<file path="src/rtl/adder_stim_master.sv">
// adder_stim_master: self-checking initiator for a registered WIDTH-bit adder.
// On each accepted start it issues NUM_TXN back-to-back operations (counter or
// LFSR operands), compares every returned sum one cycle after capture against an
// internally computed value, and keeps saturating pass/fail counts plus a record
// of the first mismatch.
//
// Ports:
//   clk, rst          clock, asynchronous active-high reset
//   start, mode       burst request and operand source (0 counter, 1 LFSR)
//   enable, a, b      registered drive into the adder
//   sum               adder result (WIDTH+1 bits), valid one cycle after enable
//   busy, done        burst in progress / one-cycle completion pulse
//   pass_cnt, fail_cnt, fail_seen, fail_a, fail_b, fail_sum   burst statistics
module adder_stim_master #(
    parameter int unsigned WIDTH     = 4,
    parameter int unsigned NUM_TXN   = 16,
    parameter logic [15:0] LFSR_SEED = 16'hACE1
) (
    input  logic             clk,
    input  logic             rst,
    input  logic             start,
    input  logic             mode,
    output logic             enable,
    output logic [WIDTH-1:0] a,
    output logic [WIDTH-1:0] b,
    input  logic [WIDTH:0]   sum,
    output logic             busy,
    output logic             done,
    output logic [15:0]      pass_cnt,
    output logic [15:0]      fail_cnt,
    output logic             fail_seen,
    output logic [WIDTH-1:0] fail_a,
    output logic [WIDTH-1:0] fail_b,
    output logic [WIDTH:0]   fail_sum
);

    localparam int unsigned OpBits  = 2 * WIDTH;
    localparam logic [15:0] NumTxn  = 16'(NUM_TXN);

    typedef enum logic [1:0] {StIdle, StRun, StDrain, StDone} state_e;

    function automatic logic [15:0] lfsr_next(input logic [15:0] q);
        return {q[14:0], q[15] ^ q[13] ^ q[12] ^ q[10]};
    endfunction

    state_e             state_q, state_d;
    logic               mode_q;
    logic [15:0]        k_q;      // index of the next op to issue
    logic [15:0]        lfsr_q;   // LFSR value for the next op
    logic               enable_q;
    logic [WIDTH-1:0]   a_q, b_q;
    logic [WIDTH:0]     exp_q;
    logic [WIDTH-1:0]   opa_q, opb_q;
    logic               chk_q;
    logic [15:0]        pass_q, fail_q;
    logic               fail_seen_q;
    logic [WIDTH-1:0]   fail_a_q, fail_b_q;
    logic [WIDTH:0]     fail_sum_q;

    logic               accept;
    logic               issue;
    logic [OpBits-1:0]  op_src;

    always_comb begin
        state_d = state_q;
        accept  = 1'b0;
        issue   = 1'b0;
        unique case (state_q)
            StIdle: begin
                if (start) begin
                    state_d = StRun;
                    accept  = 1'b1;
                    issue   = 1'b1;
                end
            end
            StRun: begin
                if (k_q == NumTxn) begin
                    state_d = StDrain;
                end else begin
                    issue = 1'b1;
                end
            end
            StDrain: state_d = StDone;
            StDone:  state_d = StIdle;
            default: state_d = StIdle;
        endcase
    end

    // Op 0 is issued on the accepting edge, so it comes straight from mode/seed.
    always_comb begin
        if (accept) begin
            op_src = mode ? LFSR_SEED[OpBits-1:0] : '0;
        end else begin
            op_src = mode_q ? lfsr_q[OpBits-1:0] : k_q[OpBits-1:0];
        end
    end

    always_ff @(posedge clk or posedge rst) begin
        if (rst) begin
            state_q     <= StIdle;
            mode_q      <= 1'b0;
            k_q         <= '0;
            lfsr_q      <= '0;
            enable_q    <= 1'b0;
            a_q         <= '0;
            b_q         <= '0;
            exp_q       <= '0;
            opa_q       <= '0;
            opb_q       <= '0;
            chk_q       <= 1'b0;
            pass_q      <= '0;
            fail_q      <= '0;
            fail_seen_q <= 1'b0;
            fail_a_q    <= '0;
            fail_b_q    <= '0;
            fail_sum_q  <= '0;
        end else begin
            state_q  <= state_d;
            enable_q <= issue;
            if (issue) begin
                a_q <= op_src[OpBits-1:WIDTH];
                b_q <= op_src[WIDTH-1:0];
            end
            if (accept) begin
                mode_q <= mode;
                k_q    <= 16'd1;
                lfsr_q <= lfsr_next(LFSR_SEED);
            end else if (issue) begin
                k_q    <= k_q + 16'd1;
                lfsr_q <= lfsr_next(lfsr_q);
            end

            // Expected value tracks what the adder captures on this same edge.
            chk_q <= enable_q;
            if (enable_q) begin
                exp_q <= {1'b0, a_q} + {1'b0, b_q};
                opa_q <= a_q;
                opb_q <= b_q;
            end

            if (accept) begin
                pass_q      <= '0;
                fail_q      <= '0;
                fail_seen_q <= 1'b0;
                fail_a_q    <= '0;
                fail_b_q    <= '0;
                fail_sum_q  <= '0;
            end else if (chk_q) begin
                if (sum == exp_q) begin
                    if (pass_q != 16'hFFFF) pass_q <= pass_q + 16'd1;
                end else begin
                    if (fail_q != 16'hFFFF) fail_q <= fail_q + 16'd1;
                    if (!fail_seen_q) begin
                        fail_seen_q <= 1'b1;
                        fail_a_q    <= opa_q;
                        fail_b_q    <= opb_q;
                        fail_sum_q  <= sum;
                    end
                end
            end
        end
    end

    assign enable    = enable_q;
    assign a         = a_q;
    assign b         = b_q;
    assign busy      = (state_q == StRun) || (state_q == StDrain);
    assign done      = (state_q == StDone);
    assign pass_cnt  = pass_q;
    assign fail_cnt  = fail_q;
    assign fail_seen = fail_seen_q;
    assign fail_a    = fail_a_q;
    assign fail_b    = fail_b_q;
    assign fail_sum  = fail_sum_q;

endmodule

</file>
<file path="config.mk">
export PLATFORM = sky130hd
export DESIGN_NAME = adder_stim_master
export DESIGN_NICKNAME = d
export VERILOG_FILES = /design/src/rtl/adder_stim_master.sv
export SDC_FILE = /design/constraint.sdc
export NUM_CORES = 1
export LEC_CHECK = 0
export CAP_MARGIN = 5
export CORE_UTILIZATION = 40
export CTS_BUF_LIST = sky130_fd_sc_hd__clkbuf_4 sky130_fd_sc_hd__clkbuf_8
export DETAILED_ROUTE_END_ITERATION = 10
export GPL_TIMING_DRIVEN = 0
export PLACE_DENSITY = 0.7
export SLEW_MARGIN = 20
export SYNTH_ARGS = -nofsm -noshare
export SYNTH_HDL_FRONTEND = slang
export SYNTH_SLANG_ARGS = --single-unit
</file>
<file path="constraint.sdc">
create_clock -name clk -period 9.16 [get_ports clk]
set_input_delay 1.832 -clock clk [delete_from_list [all_inputs] [get_ports clk]]
set_output_delay 1.832 -clock clk [all_outputs]
set_load 0.005 [all_outputs]
</file>
Word-level counts from Yosys, hierarchy flattened
Index checks and enable logic that the tools add are counted.
- shift-type cells: 0
- bitwise operators: 3
- mux-type cells: 37
- reduce and logical (&&, ||, !) cells: 12
- divide/modulo/power cells: 0
- eq/ne operators: 11
- $lt $le $gt $ge: 0
- $add $sub $neg: 4
- $mul: 0
- operators with widths (kind ; count):
    16-bit two-way mux ; 12
    16-bit by 1-bit adder with 16-bit output (second input constant) ; 3
    4-bit two-way mux ; 8
    16-bit inequality test (second input constant) ; 2
    8-bit two-way mux ; 3
    5-bit two-way mux ; 4
    16-bit by 5-bit == test with 1-bit output (second input constant) ; 1
    2-bit nonzero test ; 5
    3-bit AND reduction ; 3
    2-bit case mux with 4 select lines ; 1
    1-bit two-way mux ; 6
    2-bit inequality test (second input constant) ; 3
    4-bit by 4-bit adder with 5-bit output ; 1
    5-bit == test ; 1
    2-bit == test (second input constant) ; 2
    2-bit two-way mux ; 2
    2-bit AND reduction ; 2
    1-bit bitwise XOR ; 3
    2-bit by 1-bit == test with 1-bit output (second input constant) ; 1
    2-bit zero test ; 1
    2-bit by 1-bit inequality test with 1-bit output (second input constant) ; 1
    1-bit case mux with 2 select lines ; 1
    1-bit logical OR ; 1
- memory bits (read-only): 0
- latch bits: 0
- register bits after elaboration: 104
- output and inout bits: 57
- bits in writable memories: 0
- logic and storage cells: 84
- input port bits: 9
- memories kept: 0

Logic depth before layout (Yosys ltp)
Gate-level depths: netlist of run 1.
- depth after elaboration: 5
- depth in mapped cells: 8

Worst setup path before layout of run 1
Ideal clock, no wire load.
- path type: input-to-reg
- start: in sum[1]
- end: reg fail_sum_q[0], in the netlist fail_sum[0]
- buffers on the path: 1
- required time: 9.028 ns
- arrival time: 3.131 ns
- stages on the path: 6
- path slack: 5.897 ns
- path through: xnor2_1 and3_1 a211oi_1 clkbuf_1 mux2i_1 nor2_1
- cells in the longest elaborated chain, start to end: 3
- ends and longest elaborated chain (element ; line ; source):
    start, declared ; 26 ; input logic [WIDTH:0] sum,
    5-bit == test ; 149 ; if (sum == exp_q) begin
    2-bit inequality test (no line) ; n/a ;
    3-bit AND reduction (no line) ; n/a ;
    end signal, assigned ; 157 ; fail_sum_q <= sum;
    end, declared ; 58 ; logic [WIDTH:0] fail_sum_q;
No other way between the ends.
A chain may end at the register's enable or synchronous reset.

Worst setup path after layout of run 1
- start: in sum[0]
- end: reg fail_sum_q[4], in the netlist fail_sum[4]
Same word-level chain as after synthesis.

==> results of run 1 <==
==> stage by stage <==
| step | cells | hold WS, ns |
|---|---|---|
| global route | 786 | 0.5399 |
| CTS | 786 | 0.5112 |
| finish | 786 | 0.5067 |
| global placement | 769 | 0.4756 |
| detailed placement | 770 | 0.4881 |
| floorplan | 532 | 0.4639 |
==> layout make-up <==
| type | count | area [um^2] |
|---|---|---|
| Fill cell | 1197 | 6371 |
| Sequential cell | 104 | 2603 |
| Multi-Input combinational cell | 381 | 2366 |
| Timing Repair Buffer | 66 | 678.2 |
| Tap cell | 172 | 215.2 |
| Clock buffer | 11 | 145.1 |
| Buffer | 28 | 132.6 |
| Inverter | 19 | 76.32 |
| Clock inverter | 5 | 32.53 |
==> registers in the layout, summed over array words and instances, names as in the netlist, 5 cells and up <==
| signal | flops |
|---|---|
| fail_sum | 5 |
| fail_cnt | 16 |
| lfsr_q | 16 |
| exp_q | 5 |
| k_q | 16 |
| pass_cnt | 16 |
==> cell usage after synthesis (all sizes together), types with 5 or more instances <==
library cell,instances
xnor2,22
inv,19
nand2,71
nor2,36
mux2i,16
ha,13
nand4,8
or4,14
nor3,10
clkbuf,19
a21oi,42
and3,5
dfrtp,104
nand3,38
mux2,12
buf,9
a211oi,5
o31ai,11
o21ai,27
nor4,6
or3,10
==> worst min-delay path by stage <==
stage	endpoint	slack, ns
2_1_floorplan	lfsr_q[12]	0.46
3_3_place_gp	lfsr_q[12]	0.48
3_5_place_dp	lfsr_q[12]	0.49
4_1_cts	lfsr_q[12]	0.51
5_1_grt	opb_q[0]	0.54
6_report	lfsr_q[12]	0.51
==> placed cells by master, fill, tap and decap left out, types with 8 or more instances in the layout <==
master | netlist | final
dfrtp_1 | 104 | 104
nor3_1 | 10 | 10
clkbuf_8 | 0 | 10
o21ai_0 | 26 | 26
nand4_1 | 8 | 8
or3_1 | 10 | 10
clkbuf_1 | 19 | 19
xnor2_1 | 22 | 22
clkdlybuf4s50_1 | 0 | 65
mux2_2 | 12 | 12
or4_1 | 14 | 14
nand2_1 | 71 | 71
inv_1 | 19 | 18
nand3_1 | 38 | 38
mux2i_1 | 16 | 16
ha_1 | 13 | 13
nor2_1 | 36 | 36
a21oi_1 | 42 | 42
o31ai_1 | 11 | 11
==> layer usage <==
| metal | part of all wire (%) | vias up | track usage [%] |
|---|---|---|---|
| met5 | 0 | - | 0 |
| met2 | 50 | 121 | 35.65 |
| met4 | 1.0 | 0 | 5.641 |
| met1 | 44 | 2171 | 25.89 |
| li1 | - | 2049 | - |
| met3 | 4.4 | 11 | 3.818 |
==> power by group <==
part / internal [mW] / switching [mW]
registers: 0.595 / 0.127
clock network: 0.109 / 0.163
logic: 0.338 / 0.361
==> tightest hold or removal path, delay by kind of cell (launching register included) <==
family        cells  cell delay, ns
simple gates      2            0.12
flops             1            0.35
==> cells by family (layout without fill, tap and decap cells) <==
| group | after synthesis | count (layout) | share of synthesized area, % |
|---|---|---|---|
| and+or+nand+nor | 213 | 213 | 20.37 |
| muxes | 28 | 28 | 5.709 |
| DFF | 104 | 104 | 50.31 |
| buffers and inverters | 47 | 129 | 3.943 |
| adders and majority gates | 14 | 14 | 3.532 |
| xor gates and xnor gates | 24 | 24 | 4.064 |
| AOI/OAI and AO/OA | 102 | 102 | 12.07 |
==> reports/metrics.yaml, run 1 <==
setup_path:
  cp_cell_sequence: "clkdlybuf4s50_1 -> xnor2_1 -> and3_1 -> a211oi_1 -> clkbuf_1 -> mux2i_1 -> nor2_1"
  cp_num_buf_inv: 2
  reg2reg_depth: 5
  crit_start: "sum[0]"
  path_class: "in -> reg"
  crit_arrival_ns: 3.98
  crit_cells: 7
  reg2reg_slack_ns: 6.84
  r2r-end: "lfsr_q[0]"
  worstSetupEndpoint: "fail_sum[4]"
  start_kind: "primary input"
  end_kind: "register"
  slowest_delay_ns: 0.56
  required_ns: 9.41
  worstReg2RegStart: "k_q[5]"
  critPathMaxFanout: 10
  path_delay_family: "buffers and inverters"
  cp_slowest_cell: "clkbuf_1"
synthesis:
  syn-cell-area_um2: 5172
  synth_top_cell_area_share_pct: 50.31
  synth_nets: 555
  synthesis.instances: 532
  yosysTopAreaCell: "dfrtp_1"
  ys_warn_count: 0
  syn_area_per_cell_um2: 9.723
  ys_ff_latch: 104
  async_reset_ff_share_pct: 100.0
  synth_edf_count: 0
  ys_top_cells_by_area: "dfrtp_1 50%, nand2_1 5.2%, a21oi_1 4.1%"
  synth-seq-area-share_pct: 50.31
  synthFlopType: "dfrtp_1"
  synth.distinct_cells: 45
floorplan:
  die_area_um2: 13390
  coreArea_um2: 12620
  io_pins: 66
  start_util_pct: 40.99
  rows: 41
  dieHeight_um: 115.7
  die_w_um: 115.7
global_route:
  grt_pass1_vias: 4226
  antenna_found_initial: 0
  grtUsageTotal_pct: 20.39
  grt_first_pass_wirelength_mm: 21.13
  grt_max_degree: 82
  grt-ovfl-total: 0
timing:
  fin_ws_ns: 5.436
  setup_tns_ns: 0
  worst_slew_pin_slew_ns: 0.8712
  rsz0062_at_grt: "false"
  hold_viol_final: 0
  relSlewSlack_pct: 41.47
  setup_viol: 0
  fin_crit_sh_pct: 40.66
  fmaxAchievable_mhz: 268.5
  finalClockSkew_ns: 0.01167
  drv_slew: 0
  fin_crit_ns: 3.724
cells_and_area:
  post-route-cell-area_um2: 6248
  layout.nets: 632
  drive_above_1_share_pct: 7.492
  area_delta_synth_final_pct: 20.80
  num_antenna_cells: 0
  post-route-util_pct: 49.51
cts:
  ctsHoldBuffers: 0
  cts_max_path_buffers: 2
  tritoncts: "yes"
  clockRootBuffer: "clkbuf_8"
  h-tree-depth: 3
  clk_latency_ns: 0.38
  numCtsBuffers: 9
  clkTransAtPathRegs_ns: 0.09
  cts.sinks: 104
  cts_setup_buffers: 0
  ctsResizeCount: 0
drt:
  route.detailed.drc: 0
  dr_total_vias: 4352
  drt_iter0_drc: 349
  firstDrtPassIters: 5
  routed_wl_mm: 12.85
  postRouteAntennaNets: 0
  wl_per_cell_um: 16.34
  via_per_inst: 5.537
placement:
  port-buffer-count: 65
  place_area_um2: 6071
  dpl_worst_slack_ns: 5.013
  hpwl_mm: 9.151
  gp_congestion: 0.8571
power:
  peakVddDrop_mv: 0.1185
  p_total_mw: 1.693
  powerDensity_nw_per_um2: 270.9
  p_leak_nw: 2.626
min_path:
  worstHoldPathCells: 2
  hold_class: "reg -> reg"
  min_from: "lfsr_q[11]"
run_status:
  outcome: "finished, final reports clean"
flow_run:
  max_cap_violations: 0
Power figures use the tool's default switching activity.
==> run 2, diff against run 1 <==
==> constraint.sdc (replaced) <==
create_clock -name clk -period 3.6 [get_ports clk]
set_input_delay 0.72 -clock clk [delete_from_list [all_inputs] [get_ports clk]]
set_output_delay 0.72 -clock clk [all_outputs]
set_load 0.005 [all_outputs]
==> results of run 2 <==
Same layout as run 1 (identical final DEF). Status: finished, final reports clean.
Among the figures that moved: setup slack after placement 5.013 ns -> 0.5655 ns; setup slack after layout 5.436 ns -> 0.9879 ns; register-to-register setup slack 6.84 ns -> 1.28 ns; total power 1.693 mW -> 4.307 mW; worst IR drop on VDD 0.1185 mV -> 0.3015 mV
==> run 3, diff against run 2 <==
==> constraint.sdc (replaced) <==
create_clock -name clk -period 2.65 [get_ports clk]
set_input_delay 0.53 -clock clk [delete_from_list [all_inputs] [get_ports clk]]
set_output_delay 0.53 -clock clk [all_outputs]
set_load 0.005 [all_outputs]
==> reports/metrics.yaml, run 3 (synthesized netlist as in run 1, its figures left out) <==
floorplan:
  coreArea_um2: 12620
  dieHeight_um: 115.7
  rows: 41
  die_w_um: 115.7
  die_area_um2: 13390
  start_util_pct: 40.99
  io_pins: 66
placement:
  port-buffer-count: 65
  gp_congestion: 0.8821
  hpwl_mm: 8.955
  dpl_worst_slack_ns: -0.2042
timing:
  whs_ns: 0.5042
  fin_crit_sh_pct: 93.56
  rsz0062_at_grt: "false"
  fmaxAchievable_mhz: 403.3
  fin_ws_ns: 0.1706
  setup_viol: 0
  worst_slew_pin_slew_ns: 0.8892
  drv_slew: 0
  finalClockSkew_ns: 0.01143
  relSlewSlack_pct: 40.27
  fin_crit_ns: 2.479
  hold_viol_final: 0
cts:
  tritoncts: "yes"
  cts_max_path_buffers: 2
  cts.sinks: 104
  cts_setup_buffers: 0
  ctsResizeCount: 0
  clk_latency_ns: 0.38
  ctsHoldBuffers: 0
  numCtsBuffers: 9
  clkTransAtPathRegs_ns: 0.10
  h-tree-depth: 3
  clockRootBuffer: "clkbuf_8"
setup_path:
  start_kind: "primary input"
  critPathMaxFanout: 10
  path_class: "in -> reg"
  required_ns: 2.90
  crit_arrival_ns: 2.73
  end_kind: "register"
power:
  powerDensity_nw_per_um2: 941.0
  p_leak_nw: 2.645
  peakVddDrop_mv: 0.5503
drt:
  dr_total_vias: 4321
  postRouteAntennaNets: 0
  wl_per_cell_um: 15.77
  firstDrtPassIters: 5
  via_per_inst: 5.484
  drt_iter0_drc: 261
  route.detailed.drc: 0
  routed_wl_mm: 12.43
global_route:
  grt-ovfl-total: 0
  antenna_found_initial: 0
  grt_first_pass_wirelength_mm: 20.73
  grt_max_degree: 32
  grt_pass1_vias: 4109
  grtUsageTotal_pct: 19.99
cells_and_area:
  layout_commonest_cell: "dfrtp_1"
  num_antenna_cells: 0
  drive_above_1_share_pct: 7.792
  area_delta_synth_final_pct: 22.21
  final_cell_mix: "104 x dfrtp_1, 71 x nand2_1, 65 x clkdlybuf4s50_1"
  layout.nets: 634
flow_run:
  max_cap_violations: 0
run_status:
  outcome: "finished, final reports clean"
min_path:
  hold_class: "reg -> reg"
==> run 3: final timing paths <==
path	start	to	slack [ns]	cells after the start
min in group asynchronous	rst	lfsr_q[5]	0.60	2
max in group asynchronous	rst	fail_cnt[3]	1.25	4
hold reg to reg	lfsr_q[14]	lfsr_q[14]	0.50	2
hold / removal	lfsr_q[14]	lfsr_q[14]	0.50	2
setup / recovery	sum[1]	fail_sum[1]	0.17	7
setup reg to reg	k_q[0]	lfsr_q[0]	0.36	7
==> run 3: worst max-delay path, stage by stage <==
cell and delay, ns:
clkdlybuf4s50_1 0.47, xnor2_1 0.17, and3_1 0.20, a211oi_1 0.46, clkbuf_1 0.57, mux2i_1 0.28, nor2_1 0.05
==> run 3: per-layer routing <==
metal | up-vias | share of wire, % | GRT usage (%)
met5 | - | 0 | 0
met4 | 0 | 1.4 | 6.581
met3 | 15 | 5.7 | 3.766
met2 | 152 | 48 | 32.34
met1 | 2116 | 45 | 27.19
li1 | 2038 | - | -
==> run 3: per-stage QoR <==
step | area (um^2) | TNS [ns] | instances | utilization (%) | power (mW)
after floorplan | 5176 | 0 | 532 | - | 3.947
after global placement | 6042 | -18.87 | 769 | 47.88 | 4.833
after detailed placement | 6110 | -1.293 | 772 | 48.41 | 4.939
after CTS | 6321 | 0 | 788 | 50.09 | 5.999
after global routing | 6321 | 0 | 788 | 50.09 | 6.383
final | 6321 | 0 | 788 | 50.09 | 5.948
==> run 3: cell type report <==
cell class	count	area, um^2
fillers	1162	6299
flip-flops and latches	104	2603
multi-input cells	381	2366
repair buffers	68	718.2
well taps	172	215.2
plain buffers	28	132.6
clock buffers	9	123.9
clock inverters	7	87.58
inverters	19	75.07
==> run 3: power breakdown <==
group	internal (mW)	switching (mW)	leakage, nW	total (mW)
sequential	2.06	0.438	1.37	2.50
combinational	1.17	1.22	1.18	2.39
clock	0.458	0.601	0.101	1.06
total	3.69	2.26	2.64	5.95
